$ cat src/rtl/sd_cmd_pkg.sv
// rtl/sd_cmd_pkg.sv - shared constants, receive states and CRC7 step for the SD CMD path
package sd_cmd_pkg;

   localparam logic [6:0] CRC7_POLY = 7'h09;
   localparam int         SHORT_LEN = 48;
   localparam int         LONG_LEN  = 136;

   typedef enum logic [1:0] {
      IDLE       = 2'd0,
      WAIT_START = 2'd1,
      RECEIVE    = 2'd2,
      DONE       = 2'd3
   } rx_state_e;

   // One serial step of G(x) = x^7 + x^3 + 1, MSB first.
   function automatic logic [6:0] crc7_next(input logic [6:0] crc, input logic din);
      logic fb;
      fb = crc[6] ^ din;
      return {crc[5:0], 1'b0} ^ (fb ? CRC7_POLY : 7'h00);
   endfunction

endpackage

$ cat src/rtl/crc7_serial.sv
// rtl/crc7_serial.sv - serial CRC7 accumulator, shared by the CMD transmit and receive paths
module crc7_serial (
   input  logic       clk,
   input  logic       reset,
   input  logic       clr,
   input  logic       en,
   input  logic       din,
   output logic [6:0] crc
);
   import sd_cmd_pkg::*;

   always_ff @(posedge clk) begin
      if (reset || clr)
         crc <= 7'h00;
      else if (en)
         crc <= crc7_next(crc, din);
   end

endmodule

$ cat src/rtl/cmd_s_pn.sv
// rtl/cmd_s_pn.sv - CMD line response receiver: start-bit hunt, deserialise, CRC7/frame checks
module cmd_s_pn #(
   parameter int SHORT_LEN      = 48,
   parameter int LONG_LEN       = 136,
   parameter int TIMEOUT_CYCLES = 64
) (
   input  logic                clk,
   input  logic                reset,
   input  logic                cmd_in,
   input  logic                start_rx,
   input  logic                resp_long,
   input  logic                crc_check_en,
   output logic [LONG_LEN-1:0] response_o,
   output logic                resp_valid,
   output logic                crc_err,
   output logic                frame_err,
   output logic                timeout_err,
   output logic                busy
);
   import sd_cmd_pkg::*;

   localparam int              TMO_W        = $clog2(TIMEOUT_CYCLES + 1);
   localparam logic [TMO_W-1:0] TMO_LAST    = TMO_W'(TIMEOUT_CYCLES - 1);
   localparam logic [7:0]      SHORT_TOP    = 8'(SHORT_LEN - 2);
   localparam logic [7:0]      LONG_TOP     = 8'(LONG_LEN - 2);
   localparam logic [7:0]      SHORT_START  = 8'(SHORT_LEN - 1);
   localparam logic [7:0]      LONG_START   = 8'(LONG_LEN - 1);
   localparam logic [7:0]      SHORT_CRC_HI = 8'(SHORT_LEN - 1);
   localparam logic [7:0]      LONG_CRC_HI  = 8'(LONG_LEN - 9);
   localparam logic [7:0]      CRC_LO       = 8'd8;

   rx_state_e           state;
   logic                long_q;
   logic                chk_q;
   logic [7:0]          bit_cnt;
   logic [TMO_W-1:0]    tmo_cnt;
   logic [LONG_LEN-1:0] shift;
   logic [LONG_LEN-1:0] shift_nxt;
   logic [7:0]          frame_idx;
   logic [7:0]          crc_hi;
   logic                sampling;
   logic                crc_clr;
   logic                crc_en;
   logic                dir_bit;
   logic [6:0]          crc;

   // Frame index of the bit on cmd_in this cycle; the start bit is sampled in WAIT_START.
   always_comb begin
      frame_idx = bit_cnt;
      if (state == WAIT_START)
         frame_idx = long_q ? LONG_START : SHORT_START;
      crc_hi    = long_q ? LONG_CRC_HI : SHORT_CRC_HI;
      sampling  = (state == RECEIVE) || (state == WAIT_START && !cmd_in);
      crc_en    = sampling && (frame_idx >= CRC_LO) && (frame_idx <= crc_hi);
      crc_clr   = (state == IDLE) && start_rx;
      shift_nxt = {shift[LONG_LEN-2:0], cmd_in};
      dir_bit   = long_q ? shift_nxt[LONG_LEN-2] : shift_nxt[SHORT_LEN-2];
   end

   crc7_serial u_crc (
      .clk   (clk),
      .reset (reset),
      .clr   (crc_clr),
      .en    (crc_en),
      .din   (cmd_in),
      .crc   (crc)
   );

   always_ff @(posedge clk) begin
      if (reset) begin
         state       <= IDLE;
         long_q      <= 1'b0;
         chk_q       <= 1'b0;
         bit_cnt     <= 8'd0;
         tmo_cnt     <= '0;
         shift       <= '0;
         response_o  <= '0;
         crc_err     <= 1'b0;
         frame_err   <= 1'b0;
         timeout_err <= 1'b0;
      end else begin
         case (state)
            IDLE: begin
               if (start_rx) begin
                  long_q      <= resp_long;
                  chk_q       <= crc_check_en;
                  bit_cnt     <= 8'd0;
                  tmo_cnt     <= '0;
                  shift       <= '0;
                  crc_err     <= 1'b0;
                  frame_err   <= 1'b0;
                  timeout_err <= 1'b0;
                  state       <= WAIT_START;
               end
            end
            WAIT_START: begin
               if (!cmd_in) begin
                  shift   <= shift_nxt;
                  bit_cnt <= long_q ? LONG_TOP : SHORT_TOP;
                  state   <= RECEIVE;
               end else begin
                  tmo_cnt <= tmo_cnt + 1'b1;
                  if (tmo_cnt == TMO_LAST) begin
                     timeout_err <= 1'b1;
                     response_o  <= '0;
                     state       <= DONE;
                  end
               end
            end
            RECEIVE: begin
               shift <= shift_nxt;
               // End bit: the CRC already covers up to bit 8, bits 7..1 are the received CRC field.
               if (bit_cnt == 8'd0) begin
                  response_o <= shift_nxt;
                  crc_err    <= chk_q && (crc != shift_nxt[7:1]);
                  frame_err  <= dir_bit || !cmd_in;
                  state      <= DONE;
               end else begin
                  bit_cnt <= bit_cnt - 1'b1;
               end
            end
            default: state <= IDLE;
         endcase
      end
   end

   assign resp_valid = (state == DONE);
   assign busy       = (state == WAIT_START) || (state == RECEIVE);

endmodule

$ cat config.mk
export PLATFORM = sky130hd
export DESIGN_NAME = cmd_s_pn
export DESIGN_NICKNAME = d
export VERILOG_FILES = /design/src/rtl/sd_cmd_pkg.sv /design/src/rtl/crc7_serial.sv /design/src/rtl/cmd_s_pn.sv
export SDC_FILE = /design/constraint.sdc
export NUM_CORES = 1
export LEC_CHECK = 0
export CAP_MARGIN = 20
export CORE_MARGIN = 1
export CORE_UTILIZATION = 50
export CTS_CLUSTER_DIAMETER = 120
export DETAILED_ROUTE_END_ITERATION = 10
export PLACE_DENSITY = 0.72
export SLEW_MARGIN = 10
export SYNTH_ARGS = -nofsm -noshare
export SYNTH_HDL_FRONTEND = slang
export SYNTH_HIERARCHICAL = 1
export SYNTH_SLANG_ARGS = --single-unit
$ cat constraint.sdc
create_clock -name clk -period 3.55 [get_ports clk]
set_input_delay 0.71 -clock clk [delete_from_list [all_inputs] [get_ports clk]]
set_output_delay 0.71 -clock clk [all_outputs]
set_load 0.005 [all_outputs]
# ---- Yosys cells after proc, flatten, opt, wreduce, memory -nomap -nowiden
# Cells that the tools add are included.
dict set report totals {
  regBits 300
  latch_bits 0
  ram_bits 0
  romBits 0
  input_bits 6
  output_inout_bits 141
  elab_cells 86
  memories 0
}
dict set report op_classes {
  add_sub_neg 2
  multipliers 0
  n_div 0
  n_lt_le_gt_ge 2
  eq_ne 12
  shift 0
  muxes 33
  n_bitwise 2
  reduce_logical 24
}
# op count
set op_table {}
lappend op_table {{$mux 136} 3}
lappend op_table {{$pmux 135 s3} 1}
lappend op_table {{$pmux 136 s2} 1}
lappend op_table {{$mux 135} 2}
lappend op_table {{$mux 8} 6}
lappend op_table {{$pmux 8 s3} 1}
lappend op_table {{$mux 7} 3}
lappend op_table {{$pmux 7 s2} 1}
lappend op_table {{$reduce_and 3->1} 4}
lappend op_table {{$reduce_and 4->1} 3}
lappend op_table {{$ge 8x4->1 const B} 1}
lappend op_table {{$le 8x7->1} 1}
lappend op_table {{$logic_not 8->1} 1}
lappend op_table {{$mux 2} 4}
lappend op_table {{$ne 2x2->1 const B} 4}
lappend op_table {{$sub 8x1->8 const B} 1}
lappend op_table {{$add 7x1->7 const B} 1}
lappend op_table {{$eq 7x6->1 const B} 1}
lappend op_table {{$ne 7x7->1} 1}
lappend op_table {{$xor 7x7->7} 1}
lappend op_table {{$mux 1} 6}
lappend op_table {{$pmux 1 s2} 3}
lappend op_table {{$pmux 2 s3} 1}
lappend op_table {{$reduce_bool 2->1} 3}
lappend op_table {{other kinds (12)} 21}

# ---- Longest topological paths before layout
# Gate-level depths: netlist (run 1).
dict set report depth {
  ltp_word 5
  mapped_depth 13
  mapped_depth_nobuf 9
}

# ---- Cells and area by module
# The synthesis (run 1) kept the hierarchy.
# mod instances cells_each area_each_um2 seq_area_each_um2
set by_module_without_submodules {}
lappend by_module_without_submodules {cmd_s_pn 1 1599 13325.3 5865.6}
lappend by_module_without_submodules {crc7_serial 1 28 276.5 140.1}

# ---- Least setup slack after synthesis (run 1)
# No wires, ideal clock.
dict set report synth_path {
  path_kind {reg2reg}
  start {register state[1]}
  end {register u_crc.crc[3]}
  setup_ns 0.063
  arrival_ns 3.144
  required_ns 3.487
  path_slack_ns 0.343
  stages_incl_launch_ff 13
  path_buffers 4
  synth_period_minus_slack_ns 3.207
  path_cell_list {dfxtp_1 inv_1 ha_1 buf_2 clkbuf_1 clkbuf_1 nor2b_1 ha_1 or3b_2 a211oi_1 clkbuf_1 or4b_1 nand3_1}
}
dict set report synth_between {
  elab_chain_len 5
  word_cells_on_any_way 12
  cone_classes {2 x order compare; 2 x eq/ne; 1 x mux; 7 x reduce/logical}
}
# item line_no
set synth_rtl {}
lappend synth_rtl {{start: declaration} cmd_s_pn.sv:32} ;# rx_state_e state;
lappend synth_rtl {{start signal: assignment} cmd_s_pn.sv:71} ;# state <= IDLE;
lappend synth_rtl {{start signal: assignment} cmd_s_pn.sv:93} ;# state <= WAIT_START;
lappend synth_rtl {{start signal: assignment} cmd_s_pn.sv:100} ;# state <= RECEIVE;
lappend synth_rtl {{$eq 2x1->1} {cmd_s_pn.sv:50, cmd_s_pn.sv:53}}
lappend synth_rtl {{$mux 8 or $logic_and 1x1->1 (tied branches)} {cmd_s_pn.sv:50, cmd_s_pn.sv:53}}
lappend synth_rtl {{$ge 8x4->1 or $logic_or 1x1->1 (tied branches)} {cmd_s_pn.sv:54, cmd_s_pn.sv:53}}
lappend synth_rtl {{$logic_and 1x1->1} cmd_s_pn.sv:54} ;# crc_en = sampling && (frame_idx >= CRC_LO) && (frame_idx <= crc_hi);
lappend synth_rtl {{$logic_and 1x1->1 (*)} cmd_s_pn.sv:54}
lappend synth_rtl {{via crc_en} cmd_s_pn.sv:43} ;# logic crc_en;
lappend synth_rtl {{end signal: assignment} crc7_serial.sv:16} ;# crc <= crc7_next(crc, din);
lappend synth_rtl {{end: declaration} crc7_serial.sv:8} ;# output logic [6:0] crc
# Mark *: on every way through the listed nets, which the timed path passes. The rest lies on a longest branch.
# A chain may end at the register's enable or synchronous reset.

# ---- Worst setup path in the final report (run 1)
dict set report layout_path {
  start {register state[0]}
  end {output port busy}
}
dict set report layout_between {
  elab_chain_len 2
  word_cells_on_any_way 3
  cone_classes {2 x eq/ne; 1 x reduce/logical}
}
# item line_no
set layout_rtl {}
lappend layout_rtl {{$eq 2x1->1 or $eq 2x2->1 (tied branches)} cmd_s_pn.sv:128} ;# assign busy = (state == WAIT_START) || (state == RECEIVE);
lappend layout_rtl {{$logic_or 1x1->1 (*)} cmd_s_pn.sv:128}
lappend layout_rtl {{end: declaration} cmd_s_pn.sv:18} ;# output logic busy
# Every way passes the cells marked *; elsewhere a longest branch is shown, timed or not.

==> flow_summary.json, run 1 <==
{
  "n_antenna_cell": 0,
  "start_util_pct": 50.8,
  "area_of_the_core_sq_mm": 0.0268,
  "largest_vdd_supply_drop_mv": 0.583,
  "detail-route-antenna-nets": 0,
  "mostFrequentLayoutCells": "sky130_fd_sc_hd__dfxtp_1, sky130_fd_sc_hd__a21oi_1, sky130_fd_sc_hd__nand2_1",
  "critPathLaunchType": "flop",
  "worst_hold_path.num_cells": 2,
  "worstPathArrival_ns": 2.23,
  "synth_cells": 1627,
  "worst-path-max-fanout": 7,
  "final.period_utilization_pct": 82.9,
  "total_switching_power_mw": 4.48,
  "synthTopCellsByArea": "sky130_fd_sc_hd__dfxtp_1, sky130_fd_sc_hd__a2111o_1, sky130_fd_sc_hd__a21oi_1",
  "die_width_um": 167,
  "worstSetupPathType": "flop to primary output",
  "final-hold-violation-count": 0,
  "drtIter0Drc": 1251,
  "cts.sinks": 300,
  "clock-root-buffer": "sky130_fd_sc_hd__clkbuf_16",
  "setup_violations": 0,
  "cts_tree": "done",
  "place_ws_ns": 0.672,
  "ys_ff_latch": 300,
  "hold_slack_ns": 0.460,
  "place_congestion": 0.844,
  "top_level_ports": 147,
  "cp.depth": 3,
  "pwr-share-seq_pct": 32.0,
  "layout_min_cycle_time_ns": 2.94,
  "p_clk_share_pct": 33.6,
  "first_pass_iters": 5,
  "layout-drive-gt1-share_pct": 5.87,
  "cellInternalPower_mw": 6.36,
  "antenna_violations_before_repair": 0,
  "number_of_max_slew_violations_in_the_final_report": 0,
  "share_comb_of_total_power_pct": 34.4,
  "skew_ns": 0.0194,
  "postSynthAreaPerCell_sq_um": 8.36,
  "area_post_placement_sq_mm": 0.0151,
  "synth.distinct_cells": 56,
  "worst_path_largest_cell_delay_ns": 0.63,
  "p_per_area_mw_per_mm2": 666,
  "worstSkewPairLatency_ns": 0.52,
  "htree_levels": 2,
  "critical_path.top_delay_family": "buffers and inverters",
  "finalSetupTns_ns": 0,
  "die-area_sq_mm": 0.0279,
  "avgViaCountPerCell": 6.22,
  "reg2regPathDepth": 9,
  "postCtsSetupBuffers": 0,
  "worstMarginPinSlew_ns": 0.984,
  "max_cap_violation_count": 0,
  "commonest_non_fill_non_tap_cell_in_the_layout": "sky130_fd_sc_hd__dfxtp_1",
  "relative_slew_slack_pct": 34.4,
  "postLayoutCellArea_sq_mm": 0.0163,
  "grtUsageTotal_pct": 24.8,
  "critical_path.n_buffers_inverters": 2,
  "outcome": "completed",
  "timing.critical_path.required_ns": 2.84,
  "final_core_util_pct": 60.7,
  "cts_hold_buffers": 0,
  "detail_route.wl_per_cell_um": 17.8,
  "mappedNetlistArea_sq_mm": 0.0136,
  "detailroute.via_count": 12400,
  "hpwl_mm": 19.0,
  "postSynth.topFlopCell": "sky130_fd_sc_hd__dfxtp_1",
  "unrepaired_setup_endpoints_after_global_routing": "false",
  "worst_path_max_delay_cell": "sky130_fd_sc_hd__clkdlybuf4s50_1",
  "fin_nets": 1647,
  "synth_warnings": 6,
  "synth.yosys.seq_area_share_pct": 44.2,
  "synth_enable_flop_cells": 0,
  "grt_remaining_overflow": 0,
  "crit_path_cell_trace": "inv_1 > ha_1 > clkdlybuf4s50_1",
  "pin_count_of_the_biggest_net_entering_global_routing": 170,
  "dieHeight_um": 167,
  "vias_in_the_first_global_route": 11500,
  "synth_largest_area_cell": "sky130_fd_sc_hd__dfxtp_1",
  "max_freq_mhz": 340,
  "yosysTopAreaCellShare_pct": 44.2,
  "power_switching_share_pct": 41.3,
  "clock_tree.buffer_depth": 3,
  "worstHoldPathType": "flop to flop",
  "postRouteWirelength_mm": 35.5,
  "syn-num-nets": 1642,
  "p_leak_nw": 4.82,
  "std_cell_rows": 60,
  "minimum_setup_slack_in_the_final_design_ns": 0.607,
  "cts.reportedPaths.clkPinSlew_ns": 0.06,
  "asyncSetResetFlopFracSynth_pct": 0,
  "layout-area-overhead-vs-synth_pct": 19.6,
  "ctsResizeCount": 0,
  "cp-end-kind": "primary output",
  "numCtsBuffers": 34,
  "detail_route.drc_violations": 0,
  "port_buffers": 146,
  "wire_length_of_the_first_global_routing_pass_mm": 58.8
}
[routing by layer]
| metal | vias to the layer above | GRT usage [%] | wire (um) |
|---|---|---|---|
| met4 | 0 | 6.56 | 656 |
| li1 | 6000 | - | - |
| met5 | - | 0 | 0 |
| met2 | 347 | 40.2 | 16400 |
| met3 | 52 | 4.21 | 1880 |
| met1 | 6010 | 34.0 | 16600 |
[stage by stage]
stage	power, mW	cells
after floorplan	6.17	1627
after global placement	7.16	1936
after detailed placement	7.19	1936
after CTS	10.8	1993
after global routing	11.3	1994
final	10.8	1994
[cells in the mapped netlist (2+ instances only)]
master                       n
sky130_fd_sc_hd__buf_2      27
sky130_fd_sc_hd__o211ai_1    2
sky130_fd_sc_hd__or3_1       2
sky130_fd_sc_hd__buf_6       5
sky130_fd_sc_hd__nand2_1   286
sky130_fd_sc_hd__a211oi_1    3
sky130_fd_sc_hd__mux2_2      2
sky130_fd_sc_hd__nor3_1      5
sky130_fd_sc_hd__nor4b_1     3
sky130_fd_sc_hd__nand4_1     6
sky130_fd_sc_hd__dfxtp_1   300
sky130_fd_sc_hd__nor4_1      2
sky130_fd_sc_hd__o21ai_0     4
sky130_fd_sc_hd__a2111o_1  135
sky130_fd_sc_hd__xor2_1      3
sky130_fd_sc_hd__buf_1      23
sky130_fd_sc_hd__mux2i_1     9
sky130_fd_sc_hd__ha_1        9
sky130_fd_sc_hd__clkbuf_1  149
sky130_fd_sc_hd__o31ai_1   140
sky130_fd_sc_hd__nand3_1   145
sky130_fd_sc_hd__nand2b_1    2
sky130_fd_sc_hd__inv_1      11
sky130_fd_sc_hd__nor2_1     20
sky130_fd_sc_hd__a31oi_1     3
sky130_fd_sc_hd__nor2b_1     3
sky130_fd_sc_hd__nand3b_1    2
sky130_fd_sc_hd__a21oi_1   287
sky130_fd_sc_hd__xnor2_1    10
sky130_fd_sc_hd__o41ai_1     3
[path summary, 6_finish.rpt]
check,from,endpoint,slack (ns)
min reg2reg,shift[134],shift[134],0.46
min,shift[134],shift[134],0.46
max reg2reg,state[1],u_crc/crc[2],0.92
max,state[0],busy,0.61
[power groups by stage]
| stage | Sequential (mW) | Clock (mW) | Combinational [mW] |
|---|---|---|---|
| global route | 3.47 | 3.85 | 4.00 |
| finish | 3.46 | 3.64 | 3.73 |
| floorplan | 3.51 | 0 | 2.66 |
| global placement | 3.53 | 0 | 3.62 |
| CTS | 3.46 | 3.71 | 3.66 |
| detailed placement | 3.54 | 0 | 3.65 |
[area by class of cell]
class                   instances  area (sq um)
fillers                      2356         10500
multi-input cells            1110          6780
flip-flops and latches        300          6010
repair buffers                174          1850
clock buffers                  45           983
well taps                     341           427
clock inverters                12           176
inverters                      12          45.0
[state kept, by name (all words and copies together), names as in the netlist]
| register | flops |
|---|---|
| shift | 135 |
| u_crc/crc | 7 |
| chk_q | 1 |
| bit_cnt | 8 |
| crc_err | 1 |
| tmo_cnt | 7 |
| long_q | 1 |
| response_o | 136 |
| timeout_err | 1 |
| state | 2 |
| frame_err | 1 |
[worst reg2reg max path, cell delays in order (launching register included)]
cell and delay, ns:
sky130_fd_sc_hd__dfxtp_1 0.36, sky130_fd_sc_hd__inv_1 0.15, sky130_fd_sc_hd__ha_4 0.16, sky130_fd_sc_hd__buf_4 0.44, sky130_fd_sc_hd__a31oi_1 0.11, sky130_fd_sc_hd__or3b_2 0.46, sky130_fd_sc_hd__a211oi_1 0.34, sky130_fd_sc_hd__buf_4 0.25
sky130_fd_sc_hd__mux2i_1 0.20, sky130_fd_sc_hd__nor2_1 0.06
[logic make-up after synthesis]
group | synth area share [%]
muxes | 0.828
adders and majority gates | 0.828
AOI/OAI and AO/OA | 31.1
buffers and inverters | 6.54
DFF | 44.2
xor gates and xnor gates | 0.837
and+or+nand+nor | 15.7
No activity file was read; power rests on OpenSTA's default activity.
==> run 2, diff against run 1 <==
clock period = 2.9 ns   (was 3.55 ns; I/O delays follow)
==> run 2 against run 1 <==
Wire length fell by 1.4%. Critical path depth did not move. Critical path type unchanged. Core utilization rose by 0.20 points. Highest routed layer unchanged. Sequential power rose by 23%. Largest cell class unchanged.
==> flow_summary.json, run 2 (synthesized netlist as in run 1, its figures left out) <==
{
  "postRouteWirelength_mm": 35.0,
  "largest_vdd_supply_drop_mv": 1.30,
  "setup_violations": 0,
  "detail_route.drc_violations": 0,
  "regMostFlops": "response_o",
  "die-area_sq_mm": 0.0279,
  "skew_ns": 0.0144,
  "cp-end-kind": "primary output",
  "max_cap_violation_count": 0,
  "hold_slack_ns": 0.455,
  "detailroute.via_count": 12300,
  "global_route.peak_usage_layer": "met2",
  "clock_tree.buffer_depth": 3,
  "worst_hold_path.num_cells": 2,
  "design_power_total_mw": 13.3,
  "grt_use_met1_pct": 33.7,
  "grtUsageTotal_pct": 24.5,
  "commonest_non_fill_non_tap_cell_in_the_layout": "sky130_fd_sc_hd__dfxtp_1",
  "worstPathArrival_ns": 2.13,
  "htree_levels": 2,
  "number_of_max_slew_violations_in_the_final_report": 0,
  "first_pass_iters": 5,
  "place_congestion": 0.797,
  "antenna_violations_before_repair": 1,
  "numCtsBuffers": 34,
  "reg2regPathDepth": 8,
  "std_cell_rows": 60,
  "worst-path-max-fanout": 7,
  "use_met2_pct": 39.3,
  "top_level_ports": 147,
  "detail_route.wl_per_cell_um": 17.6,
  "critPathLaunchType": "flop",
  "worstHoldPathType": "flop to flop",
  "vias_in_the_first_global_route": 11400,
  "cts.reportedPaths.clkPinSlew_ns": 0.06,
  "area_of_the_core_sq_mm": 0.0268,
  "clock-root-buffer": "sky130_fd_sc_hd__clkbuf_16",
  "worstMarginPinSlew_ns": 0.975,
  "hold_path_startpoint": "timeout_err",
  "start_util_pct": 50.8,
  "p_per_area_mw_per_mm2": 815,
  "avgViaCountPerCell": 6.17,
  "drtIter0Drc": 1201,
  "outcome": "completed",
  "r2r_slack_ns": 0.47,
  "port_buffers": 146,
  "final_core_util_pct": 60.9,
  "layout-area-overhead-vs-synth_pct": 20.0,
  "worstHoldEndpoint": "timeout_err",
  "layout_min_cycle_time_ns": 2.71,
  "fin_nets": 1643,
  "max_freq_mhz": 369,
  "cts.sinks": 300,
  "finalSetupTns_ns": 0,
  "p_leak_nw": 4.84,
  "final.period_utilization_pct": 93.5,
  "top_regs": "response_o: 136 flops, shift: 135 flops, bit_cnt: 8 flops",
  "worstSetupPathType": "flop to primary output",
  "r2r_end": "response_o[67]",
  "detail-route-antenna-nets": 0,
  "postCtsSetupBuffers": 0,
  "final-hold-violation-count": 0,
  "die_width_um": 167,
  "layout-drive-gt1-share_pct": 5.86,
  "largest_register_ff_count": 136,
  "relative_slew_slack_pct": 35.0,
  "grt_use_met3_pct": 3.80,
  "worstSkewPairLatency_ns": 0.50,
  "pin_count_of_the_biggest_net_entering_global_routing": 165,
  "cts_tree": "done",
  "timing.critical_path.required_ns": 2.32,
  "crit-reg2reg-launch": "bit_cnt[0]",
  "grt_remaining_overflow": 0,
  "hpwl_mm": 18.4,
  "mostFrequentLayoutCells": "sky130_fd_sc_hd__dfxtp_1, sky130_fd_sc_hd__a21oi_1, sky130_fd_sc_hd__nand2_1",
  "wire_length_of_the_first_global_routing_pass_mm": 58.3,
  "unrepaired_setup_endpoints_after_global_routing": "false",
  "dieHeight_um": 167
}
==> run 2: worst max-delay path by stage <==
stage / startpoint / to / cells after the start
floorplan: state[1] / u_crc/crc[3] / 12
global placement: bit_cnt[0] / response_o[114] / 7
detailed placement: bit_cnt[0] / response_o[70] / 7
CTS: state[0] / busy / 3
global route: state[0] / busy / 3
finish: state[0] / busy / 3
==> run 2: per-layer routing <==
metal | vias to the layer above | routed length, um
met4 | 0 | 594
met1 | 5933 | 16200
li1 | 5998 | -
met2 | 342 | 16500
met5 | - | 0
met3 | 44 | 1740
==> run 2: repair_timing <==
action | in CTS | in global routing
resized for setup | 0 | 1
endpoints found under the setup margin | 0 | 1
hold buffers | 0 | 0
==> run 2: power by group <==
| part | total [mW] | leakage (nW) | switching (mW) | internal (mW) |
|---|---|---|---|---|
| clock network | 4.60 | 0.607 | 1.69 | 2.91 |
| logic | 4.47 | 1.82 | 3.63 | 0.835 |
| registers | 4.24 | 2.42 | 0.0713 | 4.17 |
==> run 2: final cells by class <==
| cell class | instances | area [sq um] |
|---|---|---|
| Multi-Input combinational cell | 1110 | 6780 |
| Antenna cell | 1 | 2.50 |
| Clock buffer | 51 | 1070 |
| Clock inverter | 11 | 158 |
| Fill cell | 2288 | 10500 |
| Sequential cell | 300 | 6010 |
| Tap cell | 341 | 427 |
| Inverter | 12 | 45.0 |
| Timing Repair Buffer | 170 | 1830 |
==> run 2: worst max-delay path: stages (launching register included) <==
cell,delay (ns)
sky130_fd_sc_hd__dfxtp_1,0.43
sky130_fd_sc_hd__inv_1,0.15
sky130_fd_sc_hd__ha_2,0.46
sky130_fd_sc_hd__clkdlybuf4s50_1,0.60
==> run 2: stage by stage <==
step / area, sq um / setup WS [ns] / instances
3_5_place_dp: 15100 / 0.266 / 1932
6_report: 16300 / 0.188 / 1996
3_3_place_gp: 15100 / 0.348 / 1932
5_1_grt: 16300 / 0.0691 / 1996
4_1_cts: 16300 / 0.0905 / 1994
2_1_floorplan: 13600 / 0.0238 / 1627
